### src/rtl/pid_coef_loader.sv
// pid_coef_loader: byte-serial loader for the five PID filter coefficients.
// Coefficients are written LSB-first into shadow registers through a
// valid/ready byte stream. A commit command arms the loader, and the next
// pid_tick_i copies all five shadows into the active outputs at once, so the
// PID datapath never sees a half-updated coefficient set.
module pid_coef_loader #(
    parameter int REG_BITWIDTH = 32,
    parameter int NBYTES       = REG_BITWIDTH / 8
) (
    input  logic                           clk_i,
    input  logic                           rstn_i,
    input  logic [7:0]                     cfg_data_i,
    input  logic                           cfg_valid_i,
    output logic                           cfg_ready_o,
    input  logic                           pid_tick_i,
    output logic signed [REG_BITWIDTH-1:0] a0_o,
    output logic signed [REG_BITWIDTH-1:0] a1_o,
    output logic signed [REG_BITWIDTH-1:0] b0_o,
    output logic signed [REG_BITWIDTH-1:0] b1_o,
    output logic signed [REG_BITWIDTH-1:0] b2_o,
    output logic                           busy_o,
    output logic                           commit_done_o,
    output logic                           err_o
);

    localparam int NCOEF = 5;
    localparam int CNT_W = (NBYTES > 1) ? $clog2(NBYTES) : 1;
    localparam logic [CNT_W-1:0] CNT_LAST  = CNT_W'(NBYTES - 1);
    localparam logic [CNT_W-1:0] CNT_ONE   = CNT_W'(1);
    localparam logic [3:0]       OP_WRITE  = 4'h1;
    localparam logic [3:0]       OP_COMMIT = 4'h2;
    localparam logic [3:0]       IDX_MAX   = 4'd4;

    typedef enum logic [1:0] {
        ST_IDLE      = 2'd0,
        ST_DATA      = 2'd1,
        ST_WAIT_TICK = 2'd2
    } state_t;

    state_t                  state_r;
    logic [CNT_W-1:0]        cnt_r;
    logic [2:0]              idx_r;
    logic [REG_BITWIDTH-1:0] shadow_r [NCOEF];
    logic [REG_BITWIDTH-1:0] active_r [NCOEF];
    logic                    ready_r;
    logic                    busy_r;
    logic                    commit_done_r;
    logic                    err_r;

    logic                    accept_s;
    logic [3:0]              opcode_s;
    logic [3:0]              index_s;
    logic                    index_ok_s;

    // Command byte decode and handshake qualification.
    always_comb begin
        accept_s   = cfg_valid_i & ready_r;
        opcode_s   = cfg_data_i[7:4];
        index_s    = cfg_data_i[3:0];
        index_ok_s = (index_s <= IDX_MAX);
    end

    // Loader FSM; also owns shadow/active registers and all registered outputs.
    always_ff @(posedge clk_i or negedge rstn_i) begin
        if (!rstn_i) begin
            state_r       <= ST_IDLE;
            cnt_r         <= '0;
            idx_r         <= 3'd0;
            ready_r       <= 1'b1;
            busy_r        <= 1'b0;
            commit_done_r <= 1'b0;
            err_r         <= 1'b0;
            for (int i = 0; i < NCOEF; i++) begin
                shadow_r[i] <= '0;
                active_r[i] <= '0;
            end
        end else begin
            // Status pulses last exactly one cycle unless re-armed below.
            commit_done_r <= 1'b0;
            err_r         <= 1'b0;
            case (state_r)
                ST_IDLE: begin
                    // pid_tick_i is deliberately ignored here, which also keeps a
                    // tick coincident with the commit byte from applying it.
                    if (accept_s) begin
                        if ((opcode_s == OP_WRITE) && index_ok_s) begin
                            idx_r   <= index_s[2:0];
                            cnt_r   <= '0;
                            state_r <= ST_DATA;
                            busy_r  <= 1'b1;
                        end else if (opcode_s == OP_COMMIT) begin
                            state_r <= ST_WAIT_TICK;
                            ready_r <= 1'b0;
                            busy_r  <= 1'b1;
                        end else begin
                            err_r <= 1'b1;
                        end
                    end
                end
                ST_DATA: begin
                    // Every byte here is payload; no opcode decode.
                    if (accept_s) begin
                        shadow_r[idx_r][{cnt_r, 3'b000} +: 8] <= cfg_data_i;
                        if (cnt_r == CNT_LAST) begin
                            cnt_r   <= '0;
                            state_r <= ST_IDLE;
                            busy_r  <= 1'b0;
                        end else begin
                            cnt_r <= cnt_r + CNT_ONE;
                        end
                    end
                end
                ST_WAIT_TICK: begin
                    if (pid_tick_i) begin
                        for (int i = 0; i < NCOEF; i++) begin
                            active_r[i] <= shadow_r[i];
                        end
                        commit_done_r <= 1'b1;
                        state_r       <= ST_IDLE;
                        ready_r       <= 1'b1;
                        busy_r        <= 1'b0;
                    end
                end
                default: begin
                    state_r <= ST_IDLE;
                    cnt_r   <= '0;
                    ready_r <= 1'b1;
                    busy_r  <= 1'b0;
                end
            endcase
        end
    end

    assign cfg_ready_o   = ready_r;
    assign busy_o        = busy_r;
    assign commit_done_o = commit_done_r;
    assign err_o         = err_r;
    assign a0_o          = active_r[0];
    assign a1_o          = active_r[1];
    assign b0_o          = active_r[2];
    assign b1_o          = active_r[3];
    assign b2_o          = active_r[4];

endmodule

### config.mk
export PLATFORM = sky130hd
export DESIGN_NAME = pid_coef_loader
export DESIGN_NICKNAME = d
export VERILOG_FILES = /design/src/rtl/pid_coef_loader.sv
export SDC_FILE = /design/constraint.sdc
export NUM_CORES = 1
export LEC_CHECK = 0
export CAP_MARGIN = 5
export CELL_PAD_IN_SITES_DETAIL_PLACEMENT = 0
export CELL_PAD_IN_SITES_GLOBAL_PLACEMENT = 1
export CORE_MARGIN = 2
export CORE_UTILIZATION = 47
export DETAILED_ROUTE_END_ITERATION = 10
export PLACE_DENSITY = 0.95
export SLEW_MARGIN = 10
export SYNTH_ARGS = -nofsm -noshare
export SYNTH_HDL_FRONTEND = slang
export SYNTH_SLANG_ARGS = --single-unit
### constraint.sdc
create_clock -name clk_i -period 4.9 [get_ports clk_i]
set_input_delay 0.49 -clock clk_i [delete_from_list [all_inputs] [get_ports clk_i]]
set_output_delay 0.49 -clock clk_i [all_outputs]
set_load 0.01 [all_outputs]
# Word level (Yosys, flattened, before mapping)
# Cells that the tools add are included.
# word_totals
ff_bits,331
latchBits,0
romBits,0
n_memories,0
wordCells,83
ram_bits,0
in_bits,12
# op_classes
n_mux,33
mul,0
bitwise,4
n_div,0
n_lt_le_gt_ge,3
reduce_logical,9
n_shift,2
eq_ne,13
add_sub_neg,2
# ops
op,count
$bwmux 160,1
$demux 32 s3,1
$mux 32,1
$shift 8x7->32 const A,1
$shiftx 8x7->32,1
$mux 2,10
$mux 1,16
$ne 2x2->1 const B,7
$pmux 2 s3,2
$reduce_and 5->1,2
$neg 5->7,1
$pmux 1 s3,2
$eq 2x2->1 const B,2
$eq 4x1->1 const B,1
$eq 4x2->1 const B,1
$ge 4x4->1 const B,1
$le 4x3->1 const B,1
$lt 4x1->1 const B,1
$not 3->4,1
$reduce_and 2->1,2
$reduce_and 4->1,1
$ne 3x3->1 const B,1
$reduce_and 3->1,1
$add 2x1->2 const B,1
5 further kinds,7

# Logic depth before layout (Yosys ltp)
# logic_depth
ltp_word,6
depth_mapped,8

# Worst setup path before layout
# OpenSTA, ideal clock, no wires.
# synth_path
path_kind,reg-to-reg
from,register cnt_r[0]
to,register shadow_r[100] (netlist name)
period_less_slack_ns,1.722
path_slack_ns,3.178
arrival_ns,1.658
n_path_buf,0
setup_ns,0.064
stages_incl_launch_ff,6
path_cell_list,dfrtp_1 > inv_1 > ha_1 > nor3b_1 > and2_1 > mux2_2
# synth_via
elab_chain_cells,5
word_cells_on_any_way,6
cone_classes,add/sub: 1; shift: 2; mux: 3
# synth_rtl
item,line,text
"start, declared",41,logic [CNT_W-1:0] cnt_r;
"start signal, assigned",109,cnt_r <= cnt_r + CNT_ONE;
$neg 5->7 (*),103,"shadow_r[idx_r][{cnt_r, 3'b000} +: 8] <= cfg_data_i;"
$shift 8x7->32,103,
$mux 32 (implied by the code),103,
$demux 32 s3,103,
$bwmux 160 (*),103,
"end signal, assigned by index",103,
"end, declared",43,logic [REG_BITWIDTH-1:0] shadow_r [NCOEF];
# Every way passes the cells marked *; elsewhere a longest branch is shown, timed or not.
# A chain may end at the register's enable or synchronous reset.

# Final worst setup path
# layout_path
from,register state_r[0]
to,register active_r (netlist bit b2_o[24])
# layout_via
elab_chain_cells,2
# layout_rtl
item,line,text
"start, declared",40,state_t state_r;
"start signal, assigned",66,state_r <= ST_IDLE;
"start signal, assigned",89,state_r <= ST_DATA;
"start signal, assigned",92,state_r <= ST_WAIT_TICK;
$eq 2x2->1,81,case (state_r)
$reduce_and 2->1 (no line),n/a,
"end signal, assigned by index",116,active_r[i] <= shadow_r[i];
"end, declared",44,logic [REG_BITWIDTH-1:0] active_r [NCOEF];
# Every way passes these cells.

==> flow_summary_export.csv <==
group,metric,value,unit
die,core-area,27000,µm²
route,drc_errors,0,
die,rows,60,
yosys,yosysUniqueCellTypes,34,
place,dp_slack,1.49,ns
place,io_buffer_count,175,
cts,cts_sinks,331,
yosys,netlist_instances,1120,
cells_and_area,final_nets,1315,
route,via_per_inst,5.08,
setup_path,cp_max_fo,85,
route,dr_wl_met3,1.20,mm
setup_path,criticalPathCategory,"flip-flop to flip-flop",
cts,cts_max_level,2,
setup_path,critical_path_required,5.35,ns
cts,hold_buffers,0,
cts,cts_made_buffers,34,
cts,cts_tree,"done",
yosys,yosys_warnings,0,
setup_path,critPathLaunchType,"flip-flop",
route,vias,8457,
yosys,syn_area_per_cell,11.5,µm²
timing,tns,0,ns
setup_path,end_kind,"flip-flop",
route,dr.pass1.iters,4,
power_and_ir_drop,ir_drop,200,µV
status,status,"completed",
grt,grt_usage,21.1,%
setup_path,cp.arrival,3.16,ns
die,die_y,169,µm
route,wl_per_cell,17.6,µm
grt,grt_pass1_vias,8971,
route,route.top_layer_used,"met4",
job,cap_violations,0,
yosys,synth_top_flop_cell,"dfrtp_1",
timing,hold_viol,0,
cts,cts_resized,0,
grt,overflow,0,
die,io_pins,176,
yosys,async_reset_ff_share,100,%
die,start_util,47.7,%
setup_path,r2r_slack,2.19,ns
place,hpwl,18.9,mm
cells_and_area,area_growth,25.0,%
timing,rsz0062_at_grt,"no",
die,die_x,169,µm
timing,fmax,369,MHz
route,drtIter0Drc,600,
grt,grt_antenna_before_repair,0,
yosys,netlist_area,12900,µm²
cts,cts_setup_buffers,0,
route,drt_wl_total,29.2,mm
timing,slew_violations,0,
cells_and_area,postLayoutCoreUtil,59.7,%
timing,setup_viol,0,
route,m1WireLength,13.4,mm
die,die_area,28700,µm²
timing,finalCriticalPeriod,2.71,ns
cells_and_area,drive_above_1_share,18.4,%
route,final_antenna_net_count,0,
timing,finClkSkew,0.0217,ns
timing,slew-limit-headroom,40.7,%
cts,clk_path_buf_depth,3,
power_and_ir_drop,power.density,367,nW/µm²
yosys,syn_nets,1138,
timing,tightest_slew,0.889,ns
route,wl_met2,14.1,mm
timing,fin_crit_sh,55.2,%
power_and_ir_drop,power,5.90,mW
timing,hold_ws,0.00329,ns
cts,clock_latency,0.50,ns
place,finalWeightedCongestion,0.750,
cts,path_clk_slew,0.06,ns
power_and_ir_drop,leakagePower,8.44,nW
worst_hold_path,hp-class,"primary input to asynchronous set/reset pin",
yosys,ys_ff_latch,331,
timing,fin_ws,2.19,ns
cells_and_area,antenna_cells,0,
grt,grt_max_degree,139,
cts,cts_root_buf,"clkbuf_16",
grt,grt_pass1_wl,47.9,mm
yosys,synth_edf_count,0,
yosys,yosysSeqAreaShare,64.4,%
==> cells by family (layout without fill, tap and decap cells) <==
family,Yosys count,in the layout,share of synthesized area [%]
AOI/OAI and AO/OA,13,13,0.681
muxes,163,163,14.3
buffers and inverters,45,248,2.02
and+or+nand+nor,562,562,18.1
DFF,331,331,64.4
adders and majority gates,6,6,0.583
==> flip-flops by register name (all words and copies together), names as in the netlist <==
| signal | cells |
|---|---|
| commit_done_o | 1 |
| a1_o | 32 |
| b2_o | 32 |
| shadow_r | 160 |
| busy_o | 1 |
| idx_r | 3 |
| err_o | 1 |
| state_r | 2 |
| cfg_ready_o | 1 |
| a0_o | 32 |
| b0_o | 32 |
| cnt_r | 2 |
| b1_o | 32 |
==> power by group <==
| group | internal, mW | total [mW] | switching [mW] |
|---|---|---|---|
| logic | 0.124 | 0.394 | 0.270 |
| registers | 2.78 | 2.82 | 0.0410 |
| clock network | 1.64 | 2.68 | 1.05 |
==> layer usage <==
| metal | global-route usage, % | up-vias |
|---|---|---|
| met1 | 29.6 | 4264 |
| met2 | 34.8 | 196 |
| li1 | - | 3958 |
| met5 | 0 | - |
| met4 | 5.39 | 0 |
| met3 | 3.29 | 39 |
==> cells in the final DEF (no fill, tap or decap), types with 3 or more instances in the layout <==
| cell | instances |
|---|---|
| nor3b_1 | 3 |
| mux2_1 | 10 |
| clkdlybuf4s50_1 | 174 |
| mux2_2 | 153 |
| clkbuf_8 | 3 |
| buf_4 | 3 |
| nor2_1 | 4 |
| nand2_2 | 20 |
| clkbuf_16 | 37 |
| bufinv_16 | 4 |
| and2_1 | 36 |
| nand2_1 | 485 |
| clkbuf_1 | 7 |
| ha_1 | 6 |
| o21ai_0 | 5 |
| dfrtp_1 | 330 |
| clkinv_2 | 9 |
| inv_1 | 4 |
| nor3b_2 | 3 |
==> through the flow <==
step	instance area [µm²]	cells
2_1_floorplan	12900	1120
3_3_place_gp	14900	1601
3_5_place_dp	14900	1601
4_1_cts	16100	1663
5_1_grt	16100	1664
6_report	16100	1664
==> layout make-up <==
class	count	area (µm²)
clock buffer	47	993
clock inverter	15	181
fill	2124	10900
inverter	5	21.3
multi-input combinational	744	4330
sequential	331	8280
tap	341	427
timing repair buffer	181	1850
==> final timing paths <==
path                       endpoint    startpoint  depth (start not counted)
setup / recovery           b2_o[24]    state_r[0]                          7
hold / removal             b0_o[21]        rstn_i                          1
setup reg to reg           b2_o[24]    state_r[0]                          7
hold reg to reg            b1_o[20]  shadow_r[52]                          2
max in group asynchronous  b2_o[20]        rstn_i                          2
min in group clk_i         b1_o[20]  shadow_r[52]                          2
==> worst max-delay path, cell delays in order (launching register included) <==
cell,delay [ns]
dfrtp_1,0.44
nand2b_1,0.21
or2_4,0.40
buf_16,0.28
inv_4,0.64
buf_12,0.39
nand2_1,0.12
nand2_1,0.07
==> synthesized netlist by cell type, types with 4 or more instances <==
cell / instances / area share [%]
nand2_1: 485 / 14
and2_1: 36 / 1.8
o21ai_0: 5 / 0.19
mux2_1: 10 / 0.88
mux2_2: 153 / 13
inv_1: 4 / 0.12
buf_4: 10 / 0.58
buf_6: 4 / 0.35
dfrtp_1: 330 / 64
nand2_2: 20 / 0.97
buf_2: 19 / 0.74
clkbuf_1: 7 / 0.20
nor2_1: 4 / 0.12
ha_1: 6 / 0.58
Note: power is estimated with default switching activity, not from simulation.
